File: config.mk
export PLATFORM = sky130hd
export DESIGN_NAME = ddr_deserializer
export DESIGN_NICKNAME = d
export VERILOG_FILES = /design/src/rtl/ddr_deser_pkg.sv /design/src/rtl/ddr_deser_fifo2.sv /design/src/rtl/ddr_deserializer.sv
export SDC_FILE = /design/constraint.sdc
export NUM_CORES = 1
export LEC_CHECK = 0
export CAP_MARGIN = 20
export CORE_MARGIN = 5
export CORE_UTILIZATION = 50
export DETAILED_ROUTE_END_ITERATION = 10
export GPL_TIMING_DRIVEN = 1
export PLACE_DENSITY = 0.77
export SLEW_MARGIN = 40
export SYNTH_ARGS = -nofsm -noshare
export SYNTH_HDL_FRONTEND = slang
export SYNTH_SLANG_ARGS = --single-unit
export TNS_END_PERCENT = 100
File: constraint.sdc
create_clock -name C -period 1.95 [get_ports C]
set_input_delay 0.4875 -clock C [delete_from_list [all_inputs] [get_ports C]]
set_output_delay 0.4875 -clock C [all_outputs]
set_load 0.01 [all_outputs]
File: src/rtl/ddr_deser_pkg.sv
// Shared definitions for the DDR deserializer: framing FSM encoding,
// sync-slot interval and output FIFO depth.
package ddr_deser_pkg;

   typedef enum logic [0:0] {
      StHunt = 1'b0,
      StLock = 1'b1
   } deser_state_e;

   // Every SLOT_INTERVAL-th completed word in LOCK is a sync slot.
   localparam int unsigned SLOT_INTERVAL = 8;
   localparam int unsigned SLOT_CW       = $clog2(SLOT_INTERVAL);

   // Output FIFO capacity, including the registered output stage.
   localparam int unsigned FIFO_DEPTH = 2;

   // Loss counter width covers LOSS_MAX up to 15.
   localparam int unsigned LOSS_CW = 4;

   // True when the slot counter sits on the last word before a sync slot wraps.
   function automatic logic slot_is_last(input logic [SLOT_CW-1:0] cnt);
      return cnt == SLOT_CW'(SLOT_INTERVAL - 1);
   endfunction

endpackage

File: src/rtl/ddr_deser_fifo2.sv
// Two-entry word FIFO whose head entry is the registered WORD/VALID output.
// A full FIFO accepts a push only when it pops in the same cycle; otherwise the
// incoming word is dropped and the sticky overflow flag is raised.
module ddr_deser_fifo2
   import ddr_deser_pkg::*;
#(
   parameter int unsigned WIDTH = 8
) (
   input  logic             clk,
   input  logic             rst,
   input  logic             push,
   input  logic [WIDTH-1:0] push_data,
   input  logic             ready,
   output logic [WIDTH-1:0] word,
   output logic             valid,
   output logic             overflow
);

   logic [WIDTH-1:0] head_q;
   logic [WIDTH-1:0] tail_q;
   logic             head_vld_q;
   logic             tail_vld_q;
   logic             ovf_q;
   logic             pop;
   logic [1:0]       occ;
   logic             full;

   // Pop and fullness decode from the current occupancy.
   always_comb begin
      pop  = head_vld_q && ready;
      occ  = {1'b0, head_vld_q} + {1'b0, tail_vld_q};
      full = (occ == 2'(FIFO_DEPTH));
   end

   // Head/tail storage; the tail is only ever occupied while the head is.
   always_ff @(posedge clk or posedge rst) begin
      if (rst) begin
         head_q     <= '0;
         tail_q     <= '0;
         head_vld_q <= 1'b0;
         tail_vld_q <= 1'b0;
         ovf_q      <= 1'b0;
      end else begin
         if (push && full && !pop) begin
            ovf_q <= 1'b1;
         end
         if (pop) begin
            if (tail_vld_q) begin
               head_q     <= tail_q;
               head_vld_q <= 1'b1;
               tail_vld_q <= push;
               if (push) begin
                  tail_q <= push_data;
               end
            end else if (push) begin
               head_q     <= push_data;
               head_vld_q <= 1'b1;
            end else begin
               head_vld_q <= 1'b0;
            end
         end else if (push) begin
            if (!head_vld_q) begin
               head_q     <= push_data;
               head_vld_q <= 1'b1;
            end else if (!tail_vld_q) begin
               tail_q     <= push_data;
               tail_vld_q <= 1'b1;
            end
         end
      end
   end

   assign word     = head_q;
   assign valid    = head_vld_q;
   assign overflow = ovf_q;

endmodule

File: src/rtl/ddr_deserializer.sv
// DDR input deserializer: assembles bit pairs from the pad into WIDTH-bit
// words, hunts for a sync word at either pair phase, then frames words at
// the locked phase and supervises periodic sync slots to detect loss of lock.
module ddr_deserializer
   import ddr_deser_pkg::*;
#(
   parameter int unsigned      WIDTH     = 8,
   parameter logic [WIDTH-1:0] SYNC_WORD = 8'hA5,
   parameter int unsigned      LOSS_MAX  = 4
) (
   input  logic             C,
   input  logic             R,
   input  logic             CLOCK_ENABLE,
   input  logic             D_IN_0,
   input  logic             D_IN_1,
   input  logic             ALIGN,
   output logic [WIDTH-1:0] WORD,
   output logic             VALID,
   input  logic             READY,
   output logic             LOCKED,
   output logic             PHASE,
   output logic             OVERFLOW
);

   localparam int unsigned         HALF       = WIDTH / 2;
   localparam int unsigned         PCW        = $clog2(HALF);
   localparam logic [PCW-1:0]      PAIR_LAST  = PCW'(HALF - 1);
   localparam logic [LOSS_CW-1:0]  LOSS_LIMIT = LOSS_CW'(LOSS_MAX);

   deser_state_e        state_q;
   logic [WIDTH:0]      sr_q;
   logic [WIDTH:0]      sr_nxt;
   logic [PCW-1:0]      pair_q;
   logic [SLOT_CW-1:0]  slot_q;
   logic [LOSS_CW-1:0]  loss_q;
   logic                locked_q;
   logic                phase_q;
   logic                match0;
   logic                match1;
   logic [WIDTH-1:0]    win_sel;
   logic                word_done;

   // The two oldest register bits fall off on every shift and are never read.
   logic unused_sr_top;
   assign unused_sr_top = ^sr_q[WIDTH:WIDTH-1];

   // Windows are taken from the shifted value so a word completes in the
   // same cycle its last pair arrives.
   always_comb begin
      sr_nxt    = {sr_q[WIDTH-2:0], D_IN_0, D_IN_1};
      match0    = (sr_nxt[WIDTH-1:0] == SYNC_WORD);
      match1    = (sr_nxt[WIDTH:1] == SYNC_WORD);
      win_sel   = phase_q ? sr_nxt[WIDTH:1] : sr_nxt[WIDTH-1:0];
      word_done = CLOCK_ENABLE && !ALIGN && (state_q == StLock) && (pair_q == PAIR_LAST);
   end

   // Pair shifter, D_IN_0 is the older bit of each pair.
   always_ff @(posedge C or posedge R) begin
      if (R) begin
         sr_q <= '0;
      end else if (CLOCK_ENABLE) begin
         sr_q <= sr_nxt;
      end
   end

   // Framing FSM with pair/slot/loss counters and registered LOCKED/PHASE.
   // ALIGN acts even while the clock enable is low so a re-hunt request is
   // never lost; the partial word is discarded by clearing the pair counter.
   always_ff @(posedge C or posedge R) begin
      if (R) begin
         state_q  <= StHunt;
         pair_q   <= '0;
         slot_q   <= '0;
         loss_q   <= '0;
         locked_q <= 1'b0;
         phase_q  <= 1'b0;
      end else if (ALIGN) begin
         state_q  <= StHunt;
         pair_q   <= '0;
         slot_q   <= '0;
         loss_q   <= '0;
         locked_q <= 1'b0;
      end else if (CLOCK_ENABLE) begin
         unique case (state_q)
            StHunt: begin
               if (match0 || match1) begin
                  state_q  <= StLock;
                  locked_q <= 1'b1;
                  phase_q  <= !match0;
                  pair_q   <= '0;
                  slot_q   <= '0;
                  loss_q   <= '0;
               end
            end
            StLock: begin
               if (pair_q == PAIR_LAST) begin
                  pair_q <= '0;
                  if (slot_is_last(slot_q)) begin
                     slot_q <= '0;
                     if (win_sel == SYNC_WORD) begin
                        loss_q <= '0;
                     end else if (loss_q + LOSS_CW'(1) >= LOSS_LIMIT) begin
                        loss_q   <= LOSS_LIMIT;
                        state_q  <= StHunt;
                        locked_q <= 1'b0;
                     end else begin
                        loss_q <= loss_q + LOSS_CW'(1);
                     end
                  end else begin
                     slot_q <= slot_q + SLOT_CW'(1);
                  end
               end else begin
                  pair_q <= pair_q + PCW'(1);
               end
            end
            default: begin
               state_q  <= StHunt;
               locked_q <= 1'b0;
            end
         endcase
      end
   end

   ddr_deser_fifo2 #(
      .WIDTH (WIDTH)
   ) u_fifo (
      .clk       (C),
      .rst       (R),
      .push      (word_done),
      .push_data (win_sel),
      .ready     (READY),
      .word      (WORD),
      .valid     (VALID),
      .overflow  (OVERFLOW)
   );

   assign LOCKED = locked_q;
   assign PHASE  = phase_q;

endmodule

==> summary.txt <==
Timing
  • Max-slew violations: 0
  • Crit share post-route: 94.7%
  • RSZ-0062 raised after global routing: no
  • Post-route setup slack: 0.103 ns
  • Normalized max-slew margin: 68.1%
  • Final TNS setup: 0 ns
  • Final hold viol count: 0
  • Peak Freq: 541 MHz
  • Setup violators final: 0
  • Fin crit period: 1.85 ns
  • Clock Skews: 0.00683 ns
  • Worst Max-Slew Pin Slew: 0.479 ns

Logic synthesis
  • Synth Register Bits: 38
  • Async set-reset flop share out of synthesis: 100%
  • Leading area contributor after synthesis: dfrtp_1
  • Most frequent cell after synthesis: dfrtp_1
  • Cells after synthesis: 179
  • Yosys top cell area share: 50.8%
  • Post-Syn Area: 1870 sq um
  • Syn nets: 190
  • Top post-synthesis cells by area: dfrtp_1 51%, o21ai_0 7.2%, nand2_1 6.0%
  • Main synth FF type: dfrtp_1
  • Top cells by count, synth: 38 x dfrtp_1, 30 x nand2_1, 27 x o21ai_0
  • Distinct cells, synth: 42
  • Number of synthesized flops with an enable pin: 0
  • Synthesis Warnings: 0
  • Seq/Total Area, Yosys: 50.8%
  • Synthesized area per cell: 10.4 sq um

Clock tree
  • Num CTS Buffers: 5
  • Setup Fix Bufs, Post-CTS: 0
  • CTS sink cnt: 38
  • Worst-path clk slew: 0.07 ns
  • Bufs on Longest Clock Path: 2
  • TritonCTS clock tree: yes
  • # H-tree levels: 2
  • CTS hold repair buffers: 0
  • Clk Tree Root Cell: clkbuf_8
  • Worst skew pair latency: 0.29 ns

Setup path
  • Cells along the critical path: clkdlybuf4s50_1
  • Top delay family on crit path: buffers and inverters
  • Critical Path RT: 1.46 ns
  • Critical Path Start Type: flop
  • Crit path depth: 1
  • R2R depth: 5
  • Critical path class: reg -> out
  • Slowest cell delay on critical path: 0.59 ns
  • Crit Path Max Fanout: 7
  • CP Capture Type: primary output
  • CP max stage cell: clkdlybuf4s50_1
  • Arr. time, crit path: 1.36 ns
  • Worst Path Buf+Inv: 1

Place
  • Worst slack, placed: -0.288 ns
  • PortBufs: 18
  • Post-placement cell area: 2170 sq um
  • Hpwl dp: 2780 um
  • GP Congestion: 0.850

Routing
  • Routed WL: 3710 um
  • Routed wire per std cell: 14.3 um
  • Drt drc: 0
  • Vias per inst: 5.56
  • Drt initial violations: 80
  • Post-route ant nets: 0
  • Via count: 1440
  • DRT Pass-1 Iters: 4

Floorplanning
  • Core area: 3630 sq um
  • # IOs: 19
  • Die area: 5060 sq um
  • Die Ht: 71.2 um
  • DIE WIDTH: 71.2 um
  • FP Rows: 22
  • Starting density of the core: 51.5%

Pwr
  • Peak VDD IR: 0.000340 V
  • Power consumption: 1620 uW
  • P per Cell Area: 710 nW/um^2
  • Leakage: 0.00102 uW

Global route
  • Largest net degree at the start of global routing: 39
  • Overflow after GRT: 0
  • Initial antenna violation count: 0
  • First-pass GRT wire length: 6340 um
  • GRT Overall Usage: 15.8%
  • Vias in the first global route: 1449

Layout
  • Storage element area: 951 sq um
  • Finished Cell Area: 2290 sq um
  • Nets: 221
  • Syn-to-layout area delta: 22.3%
  • Fraction of layout cells with a size suffix above 1: 18.5%
  • Area occupied by multi-input gates: 890 sq um
  • Antenna diodes: 0
  • Final core occ: 62.9%
  • Fillers: 307

Worst hold path
  • Hold Path Class: reg -> reg
  • Hold Crit Depth: 2

Status
  • Outcome: complete, no violations

Job
  • Max cap viols: 0
through the flow:
step           std cells  hold slack (ns)
2_1_floorplan        179            0.445
3_3_place_gp         251            0.456
3_5_place_dp         251            0.465
4_1_cts              259            0.482
5_1_grt              259            0.505
6_report             259            0.474
logic make-up (layout without fill, tap and decap cells):
logic type	count (synthesis)	count (layout)	share of synthesized area [%]
AO/OA/AOI/OAI	50	50	17.2
flip-flops	38	38	50.8
adder cells (fa/ha/maj)	4	4	2.68
AND/OR/NAND/NOR	58	58	16.6
buffers and inverters	11	43	2.47
multiplexers	18	18	10.2
area by class of cell:
type | count | share of cell area [%]
inverters | 5 | 0.821
well taps | 48 | 2.63
clock buffers | 6 | 3.61
multi-input cells | 130 | 38.9
clock inverters | 2 | 0.547
repair buffers | 30 | 11.9
flip-flops and latches | 38 | 41.6
sequential cells by signal, indices dropped and copies added, names as in the netlist:
signal,cells
pair_q,2
LOCKED,1
sr_q,7
PHASE,1
state_q,1
u_fifo.valid,1
u_fifo.tail_vld_q,1
u_fifo.tail_q,8
u_fifo.overflow,1
loss_q,4
u_fifo.word,8
slot_q,3
where the power goes:
group	switching (uW)	leakage, uW	internal, uW
logic	105	0.000459	111
registers	38.3	0.000515	816
clock network	270	0.0000472	284
worst reg2reg max path: stages, from the launching register on:
cell	delay (ns)
dfrtp_1	0.43
nor4bb_1	0.30
nand4_1	0.30
mux2i_2	0.35
o31ai_1	0.18
o31ai_2	0.19
worst paths after layout:
| path | startpoint | end | slack (ns) |
|---|---|---|---|
| setup / recovery | u_fifo.valid | VALID | 0.10 |
| hold / removal | u_fifo.tail_q[7] | u_fifo.tail_q[7] | 0.47 |
| setup reg to reg | sr_q[5] | LOCKED | 0.11 |
| hold reg to reg | u_fifo.tail_q[7] | u_fifo.tail_q[7] | 0.47 |
| max in group asynchronous | R | pair_q[1] | 1.01 |
| min in group asynchronous | R | sr_q[3] | 0.61 |
layer usage:
metal  wire length [um]  vias to the layer above  global-route usage (%)
li1                   -                      701                       -
met1               1520                      691                    17.3
met2               1920                       35                    27.7
met3                166                       13                    4.55
met4                101                        0                    7.52
met5                  0                        -                       0
cell usage in the layout (no fill, tap or decap), types with 2 or more instances in the layout:
cell type	n
inv_1	5
clkdlybuf4s50_1	17
o21ai_1	2
nand2_1	30
ha_1	4
dfrtp_1	38
mux2_2	8
a21oi_1	2
a22o_1	3
buf_4	12
nand2b_1	4
clkbuf_8	6
and2_1	2
nand3_1	3
a21o_1	3
o21ai_0	27
nor2_1	6
mux2i_1	8
o22ai_1	2
timing repair:
| item | 4_1_cts | 5_1_grt |
|---|---|---|
| hold endpoints to repair | 0 | 0 |
| cloned | 0 | 0 |
| setup endpoints to repair | 1 | 12 |
| gates resized for setup | 1 | 3 |
| pin swaps | 1 | 4 |
(Power assumes the default switching activity.)
